<file path="src/rtl/cpu_types_pkg.sv">
// Shared CPU-side types: RAM status, arbiter FSM states, word type and the
// value returned for accesses that never completed cleanly.
package cpu_types_pkg;

  typedef logic [31:0] word_t;

  typedef enum logic [1:0] {
    FREE   = 2'd0,
    BUSY   = 2'd1,
    ACCESS = 2'd2,
    ERROR  = 2'd3
  } ramstate_t;

  typedef enum logic [1:0] {
    IDLE  = 2'd0,
    DATA  = 2'd1,
    INSTR = 2'd2,
    RESP  = 2'd3
  } arb_state_t;

  localparam word_t BADWORD         = 32'hBAD1BAD1;
  localparam int    TIMEOUT_DEFAULT = 64;

endpackage

</file>
<file path="src/rtl/ram_arbiter_timer.sv">
// Access cycle counter: cleared while no access is in flight, counts each
// access cycle, flags the last cycle an access may wait for the RAM.
module arb_timer import cpu_types_pkg::*; #(
  parameter int TIMEOUT = TIMEOUT_DEFAULT
) (
  input  logic CLK,
  input  logic nRST,
  input  logic clr,
  input  logic en,
  output logic expired
);

  localparam int CW = (TIMEOUT > 2) ? $clog2(TIMEOUT) : 1;

  logic [CW-1:0] count_q, count_d;

  always_comb begin
    count_d = count_q;
    if (clr) begin
      count_d = '0;
    end else if (en) begin
      count_d = count_q + 1'b1;
    end
  end

  always_ff @(posedge CLK or negedge nRST) begin
    if (!nRST) begin
      count_q <= '0;
    end else begin
      count_q <= count_d;
    end
  end

  assign expired = (count_q == CW'(TIMEOUT - 1));

endmodule

</file>
<file path="src/rtl/ram_arbiter.sv">
// Serializes instruction fetches and data accesses onto one RAM port and
// returns one-cycle hit pulses with registered load data.
module ram_arbiter import cpu_types_pkg::*; #(
  parameter int TIMEOUT = TIMEOUT_DEFAULT
) (
  input  logic        CLK,
  input  logic        nRST,
  input  logic        iREN,
  input  logic [31:0] iaddr,
  output logic [31:0] iload,
  output logic        ihit,
  input  logic        dREN,
  input  logic        dWEN,
  input  logic [31:0] daddr,
  input  logic [31:0] dstore,
  output logic [31:0] dload,
  output logic        dhit,
  output logic        ramREN,
  output logic        ramWEN,
  output logic [31:0] ramaddr,
  output logic [31:0] ramstore,
  input  logic [31:0] ramload,
  input  logic [1:0]  ramstate,
  output logic        stall,
  output logic        err,
  output logic [1:0]  dbg_state
);

  arb_state_t state_q, state_d;
  logic       write_q, write_d;
  word_t      addr_q, addr_d;
  word_t      store_q, store_d;
  word_t      iload_q, iload_d;
  word_t      dload_q, dload_d;
  logic       ihit_q, ihit_d;
  logic       dhit_q, dhit_d;
  logic       err_q, err_d;

  ramstate_t  ram_st;
  logic       in_access;
  logic       timer_expired;
  logic       finish;
  logic       faulted;
  word_t      resp_word;

  assign ram_st    = ramstate_t'(ramstate);
  assign in_access = (state_q == DATA) || (state_q == INSTR);

  arb_timer #(.TIMEOUT(TIMEOUT)) u_timer (
    .CLK     (CLK),
    .nRST    (nRST),
    .clr     (!in_access),
    .en      (in_access),
    .expired (timer_expired)
  );

  // ACCESS wins over an expiring counter on the same cycle.
  assign faulted   = (ram_st != ACCESS) && ((ram_st == ERROR) || timer_expired);
  assign finish    = in_access && ((ram_st == ACCESS) || faulted);
  assign resp_word = faulted ? BADWORD : (write_q ? '0 : ramload);

  always_comb begin
    state_d = state_q;
    write_d = write_q;
    addr_d  = addr_q;
    store_d = store_q;
    iload_d = iload_q;
    dload_d = dload_q;
    ihit_d  = 1'b0;
    dhit_d  = 1'b0;
    err_d   = err_q;
    case (state_q)
      IDLE: begin
        // Data first: it belongs to the instruction already in flight.
        if (dREN || dWEN) begin
          write_d = dWEN;
          addr_d  = daddr;
          store_d = dWEN ? dstore : '0;
          state_d = DATA;
        end else if (iREN) begin
          write_d = 1'b0;
          addr_d  = iaddr;
          store_d = '0;
          state_d = INSTR;
        end
      end
      DATA, INSTR: begin
        if (finish) begin
          if (state_q == DATA) begin
            dload_d = resp_word;
            dhit_d  = 1'b1;
          end else begin
            iload_d = resp_word;
            ihit_d  = 1'b1;
          end
          if (faulted) begin
            err_d = 1'b1;
          end
          state_d = RESP;
        end
      end
      default: state_d = IDLE;
    endcase
  end

  always_ff @(posedge CLK or negedge nRST) begin
    if (!nRST) begin
      state_q <= IDLE;
      write_q <= 1'b0;
      addr_q  <= '0;
      store_q <= '0;
      iload_q <= '0;
      dload_q <= '0;
      ihit_q  <= 1'b0;
      dhit_q  <= 1'b0;
      err_q   <= 1'b0;
    end else begin
      state_q <= state_d;
      write_q <= write_d;
      addr_q  <= addr_d;
      store_q <= store_d;
      iload_q <= iload_d;
      dload_q <= dload_d;
      ihit_q  <= ihit_d;
      dhit_q  <= dhit_d;
      err_q   <= err_d;
    end
  end

  assign ramREN    = (state_q == INSTR) || ((state_q == DATA) && !write_q);
  assign ramWEN    = (state_q == DATA) && write_q;
  assign ramaddr   = addr_q;
  assign ramstore  = store_q;
  assign iload     = iload_q;
  assign dload     = dload_q;
  assign ihit      = ihit_q;
  assign dhit      = dhit_q;
  assign err       = err_q;
  assign stall     = iREN && !ihit_q;
  assign dbg_state = state_q;

endmodule

</file>
<file path="config.mk">
export PLATFORM = sky130hd
export DESIGN_NAME = ram_arbiter
export DESIGN_NICKNAME = d
export VERILOG_FILES = /design/src/rtl/cpu_types_pkg.sv /design/src/rtl/ram_arbiter_timer.sv /design/src/rtl/ram_arbiter.sv
export SDC_FILE = /design/constraint.sdc
export NUM_CORES = 1
export LEC_CHECK = 0
export BUFFER_PORTS_ARGS = -buffer_cell sky130_fd_sc_hd__buf_2
export CAP_MARGIN = 20
export CORE_ASPECT_RATIO = 1.5
export CORE_MARGIN = 1.5
export CORE_UTILIZATION = 25
export CTS_CLUSTER_SIZE = 14
export DETAILED_ROUTE_END_ITERATION = 10
export PLACE_DENSITY = 0.5
export SYNTH_ARGS = -nofsm -noshare
export SYNTH_HDL_FRONTEND = slang
export SYNTH_SLANG_ARGS = --single-unit
</file>
<file path="constraint.sdc">
create_clock -name CLK -period 2.2 [get_ports CLK]
set_clock_uncertainty 0.15 [all_clocks]
set_input_delay 0.22 -clock CLK [delete_from_list [all_inputs] [get_ports CLK]]
set_output_delay 0.22 -clock CLK [all_outputs]
set_load 0.02 [all_outputs]
</file>
# Word level (Yosys, flattened, before mapping)
# Index checks and enable logic that the tools add are counted.
totals:
  register_bits: 140
  input_bits: 135
op_classes:
  add_sub_neg: 1
  eq_ne: 8
  muxes: 20
  bitwise_logic: 1
  reduce_logical: 20
ops:
  columns: ["cell", "count"]
  rows:
  - ["32-bit 2-to-1 mux", 7]
  - ["3-bit AND reduction", 3]
  - ["1-bit 2-to-1 mux", 8]
  - ["6-bit by 1-bit adder with 6-bit output, second input constant", 1]
  - ["2-bit equality test, second input constant", 3]
  - ["6-bit equality test, second input constant", 1]
  - ["2-bit 2-to-1 mux", 3]
  - ["6-bit 2-to-1 mux", 1]
  - ["1-bit logical AND", 5]
  - ["1-bit logical OR", 5]
  - ["2-bit != test, second input constant", 2]
  - ["2-bit case mux with 2 select lines", 1]
  - ["2-bit AND reduction", 2]
  - ["3-bit != test, second input constant", 1]
  - ["2-bit by 1-bit equality test with 1-bit output, second input constant", 1]
  - ["1-bit logical NOT", 2]
  - ["2-bit logical NOT", 1]
  - ["2-bit nonzero test", 1]
  - ["2-bit OR reduction", 1]
  - ["1-bit NOT", 1]

# Longest topological paths before layout
# Gate-level depths: netlist (run 1).
logic_depth:
  word_depth: 7
  ltp_mapped: 8
  mapped_depth_nobuf: 6

# Hierarchy
# Synthesis (run 1) repeated with hierarchy kept, for this count alone.
unflattened:
  hier_cells: 514
  hier_area_um2: 6053.3
modules_own_cells:
  columns: ["module", "n_inst", "cells_per_inst", "area_each_um2", "seq_area_each_um2"]
  rows:
  - ["ram_arbiter", 1, 486, 5771.8, 3353.2]
  - ["arb_timer", 1, 28, 281.5, 150.1]

# Least setup slack after synthesis (run 1)
# No wires, ideal clock.
synth_timing:
  path_kind: "reg-to-reg"
  startpoint: "reg state_q[0] (netlist: dbg_state[0])"
  endpoint: "reg state_q[1] (netlist: dbg_state[1])"
  setup_ns: 0.125
  t_arrival_ns: 1.777
  required_ns: 1.925
  slack_ns: 0.148
  path_stages_with_launch: 8
  n_path_buf: 1
  path_cell_list: "dfrtp_1 inv_1 ha_1 clkbuf_1 nor2b_1 o21ai_0 nand2_1 mux2_2"
synth_between:
  elab_chain_len: 5
synth_lines:
  columns: ["item", "line_no", "source"]
  rows:
  - ["start: declaration", "ram_arbiter.sv:29", "arb_state_t state_q, state_d;"]
  - ["start signal: assignment", "ram_arbiter.sv:118", "state_q <= state_d;"]
  - ["2-bit by 1-bit equality test with 1-bit output / 2-bit equality test (equally long branches)", "ram_arbiter.sv:47, ram_arbiter.sv:72", null]
  - ["1-bit logical OR", "ram_arbiter.sv:47", "assign in_access = (state_q == DATA) || (state_q == INSTR);"]
  - ["1-bit logical AND", "ram_arbiter.sv:59", "assign finish = in_access && ((ram_st == ACCESS) || faulted);"]
  - ["2-bit != test (no line)", null, null]
  - ["2-bit AND reduction (no line)", null, null]
# Parallel ways exist; a longest one is shown, timed or not.
# A chain may end at the register's enable or synchronous reset.

# Final worst setup path (run 1)
layout_timing:
  startpoint: "reg state_q[0] (netlist: dbg_state[0])"
  endpoint: "reg iload_q[29] (netlist: iload[29])"
layout_between:
  elab_chain_len: 4
layout_lines:
  columns: ["item", "line_no", "source"]
  rows:
  - ["2-bit by 1-bit equality test with 1-bit output / 2-bit equality test (equally long branches)", "ram_arbiter.sv:47, ram_arbiter.sv:72, ram_arbiter.sv:89", null]
  - ["1-bit logical OR", "ram_arbiter.sv:47", null]
  - ["1-bit logical AND", "ram_arbiter.sv:59", null]
  - ["3-bit AND reduction (no line) (*)", null, null]
  - ["end signal: assignment", "ram_arbiter.sv:122", "iload_q <= iload_d;"]
  - ["end: declaration", "ram_arbiter.sv:33", "word_t iload_q, iload_d;"]
# Every way passes the cells marked *; elsewhere a longest branch is shown, timed or not.

==> qor.yml, run 1 <==
run_status:
  status: "finished, final reports clean"
clock_network:
  insertion_delay_ps: 420
  cts_buffer_depth: 2
  clk_pin_slew_ps: 60
  cts.sinks: 140
  cts_tree: "done"
  htreeDepth: 4
  clock-root-buffer: "clkbuf_16"
  post_cts_buffers: 0
  numCtsBuffers: 17
logic_synthesis:
  synthMuxAreaShare_pct: 5.69
  synth.area.top_cells: "dfrtp_1 (58%), nand2_1 (11%), mux2i_1 (5.5%)"
  synthCells: 587
  ys_types: 35
  yosys.area_share.simple_pct: 16.2
  synth_nets: 727
  synth_seq_cells: 140
  syn-cell-area_sq_mm: 0.00600
  synth.top_cell.area_share_pct: 58.3
  synth_fa_ha_area_share_pct: 1.04
  ys_seq_area_share_pct: 58.3
  yosys.area.top_type: "dfrtp_1"
  synth_top_family_by_area: "simple AND/OR/NAND/NOR gates"
  yosysWarningCount: 0
  synth_area_per_cell_sq_um: 10.2
  synth_xor_area_share_pct: 0.438
  synth-compound-area-share_pct: 12.8
floorplan:
  rows: 69
  initial_core_util_pct: 25.4
  core_sq_mm: 0.0237
  chipWidth_microns: 130
  fp.dieH_microns: 193
  die-area_sq_mm: 0.0250
  boundaryPins: 271
power:
  cellPowerDensity_mw_per_mm2: 1380
  leakagePower_nw: 4.87
  ir_drop_mv: 0.552
setup_path:
  startpoint_type: "flop"
  end_kind: "flop"
  cp_max_fo: 37
  crit_required_ps: 2350
  worstSetupPathType: "flop to flop"
  arrival_ps: 2130
global_route:
  grt_max_degree: 68
  antenna_found_initial: 0
  grt_pass1_vias: 5610
  grt_overflow_total: 0
  grt_usage_pct: 14.7
  grt_pass1_wl_mm: 28.2
drt:
  wire_per_inst_microns: 13.5
  drcViolationCount: 0
  vias: 5489
  ant_nets: 0
  drt_iter0_markers: 229
  first_pass_iters: 4
  wl_mm: 17.7
  via_per_inst: 4.18
cells_and_area:
  fin_nets: 1123
  diodes: 0
  areaGrowthSynthToFinish_pct: 58.6
  stdcell_area_sq_mm: 0.00952
  drive_above_1_share_pct: 35.1
  utilization_pct: 40.3
sta:
  fmax_ghz: 0.504
  rsz0062_at_grt: "false"
  max_slew.worst_pin.slew_ps: 590
  fin_setup_tns_ps: 0
  finalCritPeriodShare_pct: 90.2
  drv_slew: 0
  final.min_clock_period_ps: 1990
  finalHoldViolCount: 0
  slew_headroom_pct: 60.6
  setup_ws_ps: 215
  hold_ws_ps: 73.1
  setup_viol: 0
placed_design:
  place_ws_ps: 209
  post_dp_cell_area_sq_mm: 0.00765
  place_hpwl_mm: 12.2
  gp_congestion: 0.724
  portBuffers: 270
worst_hold_path:
  hold_class: "input pin to flop"
run:
  max-cap-violations: 0
[cells in the final DEF (no fill, tap or decap), types with 2 or more instances in the layout]
master,n
buf_2,269
nand2_1,183
dfrtp_1,140
dlygate4sd3_1,129
o21ai_0,53
nand3_1,35
mux2i_1,33
o21ai_1,23
o21ai_2,22
a21oi_1,19
clkbuf_16,17
buf_4,13
inv_1,5
and2_1,5
ha_1,5
clkinv_2,5
buf_12,5
nor2b_1,4
bufinv_16,3
xnor2_1,2
o31ai_4,2
clkbuf_1,2
clkinvlp_4,2
[report_power, final]
| part | switching, W | total (W) | internal (W) |
|---|---|---|---|
| Clock | 0.00110 | 0.00287 | 0.00177 |
| Combinational | 0.00386 | 0.00592 | 0.00206 |
| Sequential | 0.000596 | 0.00437 | 0.00377 |
[flip-flops by register name, indices dropped and copies added (netlist names), 2 cells and up]
signal           flops
dbg_state            2
dload               32
iload               32
ramaddr             32
ramstore            32
u_timer.count_q      6
[cells by family after synthesis]
kind of cell / Yosys count
adders and majority gates: 5
AOI/OAI and AO/OA: 126
muxes: 34
xor gates and xnor gates: 3
and+or+nand+nor: 234
DFF: 140
buffers and inverters: 45
[path summary, 6_finish.rpt]
path	startpoint	end	slack, ps	depth (start not counted)
min in group asynchronous	nRST	dload[7]$_DFFE_PN0P_	150	2
worst max-delay path	dbg_state[0]$_DFFE_PN0P_	iload[29]$_DFFE_PN0P_	210	7
worst min-delay path	dWEN	ramstore[18]$_DFFE_PN0P_	70	3
max in group asynchronous	nRST	iload[16]$_DFFE_PN0P_	1140	3
worst min register to register	ramstore[2]$_DFFE_PN0P_	ramstore[2]$_DFFE_PN0P_	310	2
worst max register to register	dbg_state[0]$_DFFE_PN0P_	iload[29]$_DFFE_PN0P_	210	7
[through the flow]
| stage | total power [W] | instances |
|---|---|---|
| 3_5_place_dp | 0.0102 | 1154 |
| 5_1_grt | 0.0142 | 1314 |
| 3_3_place_gp | 0.0101 | 1154 |
| 2_1_floorplan | 0.00824 | 587 |
| 4_1_cts | 0.0134 | 1314 |
| 6_report | 0.0132 | 1314 |
[metal layers]
layer / up-vias / wire (microns) / track usage, %
met5: - / 0 / 0
met4: 0 / 342 / 5.77
met3: 17 / 846 / 3.85
met2: 171 / 9470 / 26.7
met1: 2545 / 7030 / 16.1
li1: 2756 / - / -
[Yosys cell counts (all sizes together)]
| cell type | instances |
|---|---|
| and2 | 5 |
| xnor2 | 2 |
| nand3b | 1 |
| dfrtp | 140 |
| mux2i | 33 |
| o21ai | 98 |
| ha | 5 |
| nor2b | 4 |
| o311a | 1 |
| inv | 5 |
| o21bai | 1 |
| nor2 | 2 |
| o31ai | 2 |
| or3 | 1 |
| a21oi | 19 |
| buf | 23 |
| a21boi | 1 |
| nand2 | 184 |
| o31a | 1 |
| nand4b | 1 |
| clkbuf | 17 |
| nand3 | 36 |
| a21o | 2 |
| xor2 | 1 |
| mux2 | 1 |
| o22a | 1 |
[cell type report]
| cell class | count | area [sq um] |
|---|---|---|
| well taps | 319 | 399 |
| clock buffers | 19 | 433 |
| inverters | 5 | 18.8 |
| clock inverters | 12 | 148 |
| flip-flops and latches | 140 | 3500 |
| fillers | 2405 | 14100 |
| repair buffers | 417 | 2850 |
| multi-input cells | 402 | 2180 |
[critical path: stages (launching register included)]
cell,delay [ps]
dfrtp_1,390
inv_1,90
ha_1,410
nand4b_1,120
o22a_2,330
buf_12,210
nand2_1,100
o21ai_2,50
[what timing repair did]
| action | CTS | global route |
|---|---|---|
| hold buffers | 129 | 0 |
| endpoints found under the hold margin | 268 | 0 |
| gates resized for setup | 0 | 0 |
No activity file was read; power rests on OpenSTA's default activity.
==> run 2: changes to the inputs <==
==> constraint.sdc (replaced) <==
create_clock -name CLK -period 2.2 [get_ports CLK]
set_clock_uncertainty 0.15 [all_clocks]
set_input_delay 0.22 -clock CLK [delete_from_list [all_inputs] [get_ports CLK]]
set_output_delay 0.22 -clock CLK [all_outputs]
set_load 0.1 [all_outputs]
==> qor.yml, run 2 (synthesis results as in run 1) <==
cells_and_area:
  utilization_pct: 40.4  # +0.16 points
  diodes: 0  # unchanged
  final_common_cell: "buf_2"
  drive_above_1_share_pct: 35.4  # +0.34 points
  mostFrequentLayoutCells: "buf_2 (267), nand2_1 (183), dfrtp_1 (138), dlygate4sd3_1 (127), o21ai_0 (53)"
  stdcell_area_sq_mm: 0.00956  # +0.39%
  fin_nets: 1118  # -0.45%
  areaGrowthSynthToFinish_pct: 59.2
  layout.cells.non_filler: 1310  # -0.30%
drt:
  wl_mm: 18.7  # +5.5%
  vias: 5574  # +1.5%
  drt_iter0_markers: 197  # -14%
  drcViolationCount: 0  # unchanged
  ant_nets: 0  # unchanged
  wire_per_inst_microns: 14.2  # +5.8%
  via_per_inst: 4.25  # +1.9%
  first_pass_iters: 6  # +2
placed_design:
  place_hpwl_mm: 13.0  # +6.2%
  portBuffers: 270  # unchanged
  gp_congestion: 0.802  # +11%
  place_ws_ps: 216  # +7.80 ps
  dp.cells: 1151  # -0.26%
  post_dp_cell_area_sq_mm: 0.00768  # +0.36%
global_route:
  grt_max_degree: 89  # +31%
  grt_overflow_total: 0  # unchanged
  grt_pass1_wl_mm: 28.4  # +0.66%
  antenna_found_initial: 0  # unchanged
  grt_usage_pct: 14.9  # +0.26 points
  grt_pass1_vias: 5557  # -0.94%
sta:
  max_slew.worst_pin.slew_ps: 534  # -56.4 ps
  rsz0062_at_grt: "false"
  drv_slew: 0  # unchanged
  slew_headroom_pct: 64.6  # +4.0 points
  finalCritPeriodShare_pct: 93.6  # +3.4 points
  finalHoldViolCount: 0  # unchanged
  fmax_ghz: 0.485  # -3.6%
  final.min_clock_period_ps: 2060  # +74.7 ps
  setup_ws_ps: 140  # -74.7 ps
  setup_viol: 0  # unchanged
floorplan:
  core_sq_mm: 0.0237  # unchanged
  die-area_sq_mm: 0.0250  # unchanged
  initial_core_util_pct: 25.4  # unchanged
  chipWidth_microns: 130  # unchanged
  rows: 69  # unchanged
  fp.dieH_microns: 193  # unchanged
  boundaryPins: 271  # unchanged
worst_hold_path:
  hold_class: "input pin to flop"
  min_from: "ramload[27]"
setup_path:
  cp_max_fo: 6  # -84%
  startpoint: "dbg_state[1]$_DFFE_PN0P_"
  ff2ff_setup_slack_ps: 210  # about the same
  r2r-end: "dload[30]$_DFFE_PN0P_"
  crit_required_ps: 1830  # -520 ps
  cp-endpoint: "ramWEN"
  arrival_ps: 1690  # -440 ps
  r2r-start: "dbg_state[0]$_DFFE_PN0P_"
  end_kind: "output pin"
  r2r_cells: 7  # unchanged
  worstSetupPathType: "flop to output pin"
  startpoint_type: "flop"
clock_network:
  numCtsBuffers: 17  # unchanged
  post_cts_buffers: 0  # unchanged
  htreeDepth: 4  # unchanged
  insertion_delay_ps: 420  # about the same
  clk_pin_slew_ps: 60  # about the same
  clock-root-buffer: "clkbuf_16"
  cts.sinks: 140  # unchanged
  cts_buffer_depth: 2  # unchanged
  cts_tree: "done"
run:
  max-cap-violations: 0  # unchanged
run_status:
  status: "finished, final reports clean"
==> run 2: per-stage QoR <==
step | setup TNS, ps | hold slack [ps]
floorplan | -6.99 | -226
finish | 0 | 22.0
CTS | 0 | 8.04
detailed placement | 0 | 57.7
global placement | 0 | 58.7
global route | 0 | 33.2
==> run 2: worst max-delay path: stages, from the launching register on <==
cell     delay, ps
dfrtp_4        500
inv_1           90
ha_1           240
and2_1         160
buf_4          280
==> run 2: layout make-up <==
cell class	count	area [sq um]
fill	2419	14100
sequential	140	3510
timing repair buffer	412	2850
multi-input combinational	402	2180
clock buffer	19	443
tap	319	399
clock inverter	13	165
inverter	5	18.8
==> run 2: worst min path at each step <==
stage | end | cells after the start | slack (ps)
CTS | dload[27]$_DFFE_PN0P_ | 3 | 8
detailed placement | ramstore[30]$_DFFE_PN0P_ | 1 | 60
global route | write_q$_DFFE_PN0P_ | 3 | 30
floorplan | dhit$_DFF_PN0_ | 0 | -230
global placement | ramstore[30]$_DFFE_PN0P_ | 1 | 60
finish | dload[27]$_DFFE_PN0P_ | 3 | 20
==> run 2: per-layer routing <==
| layer | GRT usage, % | wire length (microns) |
|---|---|---|
| met1 | 17.2 | 7510 |
| met5 | 0 | 0 |
| met3 | 2.97 | 677 |
| met4 | 8.33 | 827 |
| met2 | 25.7 | 9650 |
==> run 2: repair_timing <==
| action | CTS | global route |
|---|---|---|
| gates resized for setup | 1 | 0 |
| endpoints found under the setup margin | 1 | 0 |
| hold buffers | 127 | 0 |
| hold endpoints to repair | 171 | 0 |
Power of run 2 is not shown: default switching activity piles up to over one toggle a cycle in this logic, so the estimate is an artifact.
==> run 3: changes to the inputs <==
--- a/config.mk
+++ b/config.mk
@@ -7,12 +7,14 @@
 export LEC_CHECK = 0
 export BUFFER_PORTS_ARGS = -buffer_cell sky130_fd_sc_hd__buf_2
 export CAP_MARGIN = 20
+export CELL_PAD_IN_SITES_DETAIL_PLACEMENT = 1
+export CELL_PAD_IN_SITES_GLOBAL_PLACEMENT = 1
 export CORE_ASPECT_RATIO = 1.5
 export CORE_MARGIN = 1.5
 export CORE_UTILIZATION = 25
 export CTS_CLUSTER_SIZE = 14
 export DETAILED_ROUTE_END_ITERATION = 10
-export PLACE_DENSITY = 0.5
+export PLACE_DENSITY = 0.63
 export SYNTH_ARGS = -nofsm -noshare
 export SYNTH_HDL_FRONTEND = slang
 export SYNTH_SLANG_ARGS = --single-unit
==> qor.yml, run 3 (synthesis results as in run 1) <==
setup_path:
  crit_buf_inv: 2  # unchanged
  r2r-start: "dbg_state[0]$_DFFE_PN0P_"
  cpMaxStageDelayCell: "dfrtp_4"
  end_kind: "output pin"
  startpoint: "dbg_state[1]$_DFFE_PN0P_"
  startpoint_type: "flop"
  arrival_ps: 1720  # +30 ps
  cp_max_fo: 6  # unchanged
  max_stage_delay_ps: 490  # about the same
  path_delay_family: "flip-flops"
  worstSetupPathType: "flop to output pin"
  crit_required_ps: 1830  # about the same
  path_cells: "inv_1 > ha_1 > and2_1 > buf_4"
sta:
  finalHoldViolCount: 0  # unchanged
  max_slew.worst_pin.slew_ps: 539  # +5.17 ps
  drv_slew: 0  # unchanged
  slew_headroom_pct: 64.3  # -0.34 points
  setup_viol: 0  # unchanged
  setup_ws_ps: 113  # -26.4 ps
  fin_setup_tns_ps: 0  # unchanged
  final.min_clock_period_ps: 2090  # +26.4 ps
  rsz0062_at_grt: "false"
  fmax_ghz: 0.479  # -1.3%
  finalCritPeriodShare_pct: 94.8  # +1.2 points
cells_and_area:
  layout.cells.non_filler: 1305  # -0.38%
  areaGrowthSynthToFinish_pct: 57.6
  multi_input_area_sq_mm: 0.00218  # unchanged
  register_area_sq_mm: 0.00351  # unchanged
  fillCellCount: 2800  # +16%
  drive_above_1_share_pct: 34.9  # -0.49 points
  final_common_cell: "buf_2"
  fin_nets: 1113  # -0.45%
  mostFrequentLayoutCells: "buf_2 (267), nand2_1 (183), dfrtp_1 (138), dlygate4sd3_1 (125), o21ai_0 (53)"
placed_design:
  dp.cells: 1148  # -0.26%
  portBuffers: 270  # unchanged
  gp_congestion: 0.779  # -2.9%
  place_hpwl_mm: 13.9  # +6.9%
  place_ws_ps: 237  # +20.1 ps
drt:
  drt_iter0_markers: 138  # -30%
  vias: 5718  # +2.6%
  wire_per_inst_microns: 16.1  # +13%
  drcViolationCount: 0  # unchanged
  wl_mm: 21.0  # +13%
  ant_nets: 0  # unchanged
  via_per_inst: 4.38  # +3.0%
  first_pass_iters: 4  # -2
global_route:
  grt_max_degree: 83  # -6.7%
  grt_pass1_wl_mm: 32.4  # +14%
  grt_pass1_vias: 6118  # +10%
  antenna_found_initial: 2  # +2
  grt_usage_pct: 17.2  # +2.3 points
  grt_overflow_total: 0  # unchanged
worst_hold_path:
  hold_class: "input pin to flop"
  min_from: "iaddr[24]"
floorplan:
  die-area_sq_mm: 0.0250  # unchanged
  core_sq_mm: 0.0237  # unchanged
  fp.dieH_microns: 193  # unchanged
  rows: 69  # unchanged
  initial_core_util_pct: 25.4  # unchanged
  chipWidth_microns: 130  # unchanged
  boundaryPins: 271  # unchanged
clock_network:
  cts.sinks: 140  # unchanged
  clk_pin_slew_ps: 60  # about the same
  insertion_delay_ps: 420  # about the same
  numCtsBuffers: 17  # unchanged
  cts_buffer_depth: 2  # unchanged
  htreeDepth: 4  # unchanged
  clock-root-buffer: "clkbuf_16"
  cts_tree: "done"
run_status:
  status: "finished, final reports clean"
run:
  max-cap-violations: 0  # unchanged
run 3: cell count changes in the layout (fill, tap and decap cells not counted), sizes merged:
| cell | before | now |
|---|---|---|
| diode | 0 | 1 |
| clkbuf | 19 | 23 |
| bufinv | 3 | 2 |
| buf | 285 | 282 |
| clkinv | 6 | 5 |
| inv | 8 | 5 |
| dlygate4sd3 | 127 | 125 |
run 3: final cells by class:
type / instances / share of cell area (%)
Inverter: 5 / 0.198
Clock buffer: 23 / 4.95
Sequential cell: 140 / 37.1
Multi-Input combinational cell: 402 / 23.0
Timing Repair Buffer: 407 / 29.5
Tap cell: 319 / 4.22
Clock inverter: 8 / 0.979
Antenna cell: 1 / 0.0264
run 3: path summary, 6_finish.rpt:
kind	to	slack, ps	depth (start not counted)
setup / recovery	ramWEN	110	4
hold / removal	ramaddr[24]$_DFFE_PN0P_	2	3
setup reg to reg	dload[31]$_DFFE_PN0P_	230	7
hold reg to reg	err$_DFFE_PN0P_	310	1
max in group asynchronous	dbg_state[0]$_DFFE_PN0P_	1170	3
min in group asynchronous	dload[19]$_DFFE_PN0P_	100	2
run 3: through the flow:
| stage | utilization (%) | instance area [sq um] | hold WS (ps) |
|---|---|---|---|
| 2_1_floorplan | - | 6010 | -226 |
| 3_3_place_gp | 32.3 | 7640 | -32.4 |
| 3_5_place_dp | 32.3 | 7640 | -34.1 |
| 4_1_cts | 40.0 | 9460 | 2.14 |
| 5_1_grt | 40.0 | 9460 | 20.4 |
| 6_report | 40.0 | 9460 | 2.03 |
run 3: tightest hold or removal path, cell delays in order:
cell and delay (ps):
buf_2 70, mux2i_1 60, o21ai_0 160
run 3: what timing repair did:
item,in CTS,in global routing
hold endpoints to repair,264,0
gates resized for setup,1,0
setup buffers,0,0
setup endpoints to repair,1,0
hold buffers,125,0
run 3: metal layers:
metal	share of wire, %	track usage, %	up-vias
met3	4.0	3.60	54
li1	-	-	2748
met1	38	18.7	2755
met2	53	30.6	161
met5	0	0	-
met4	5.1	10.1	0
Power of run 3 is left out for the same reason.
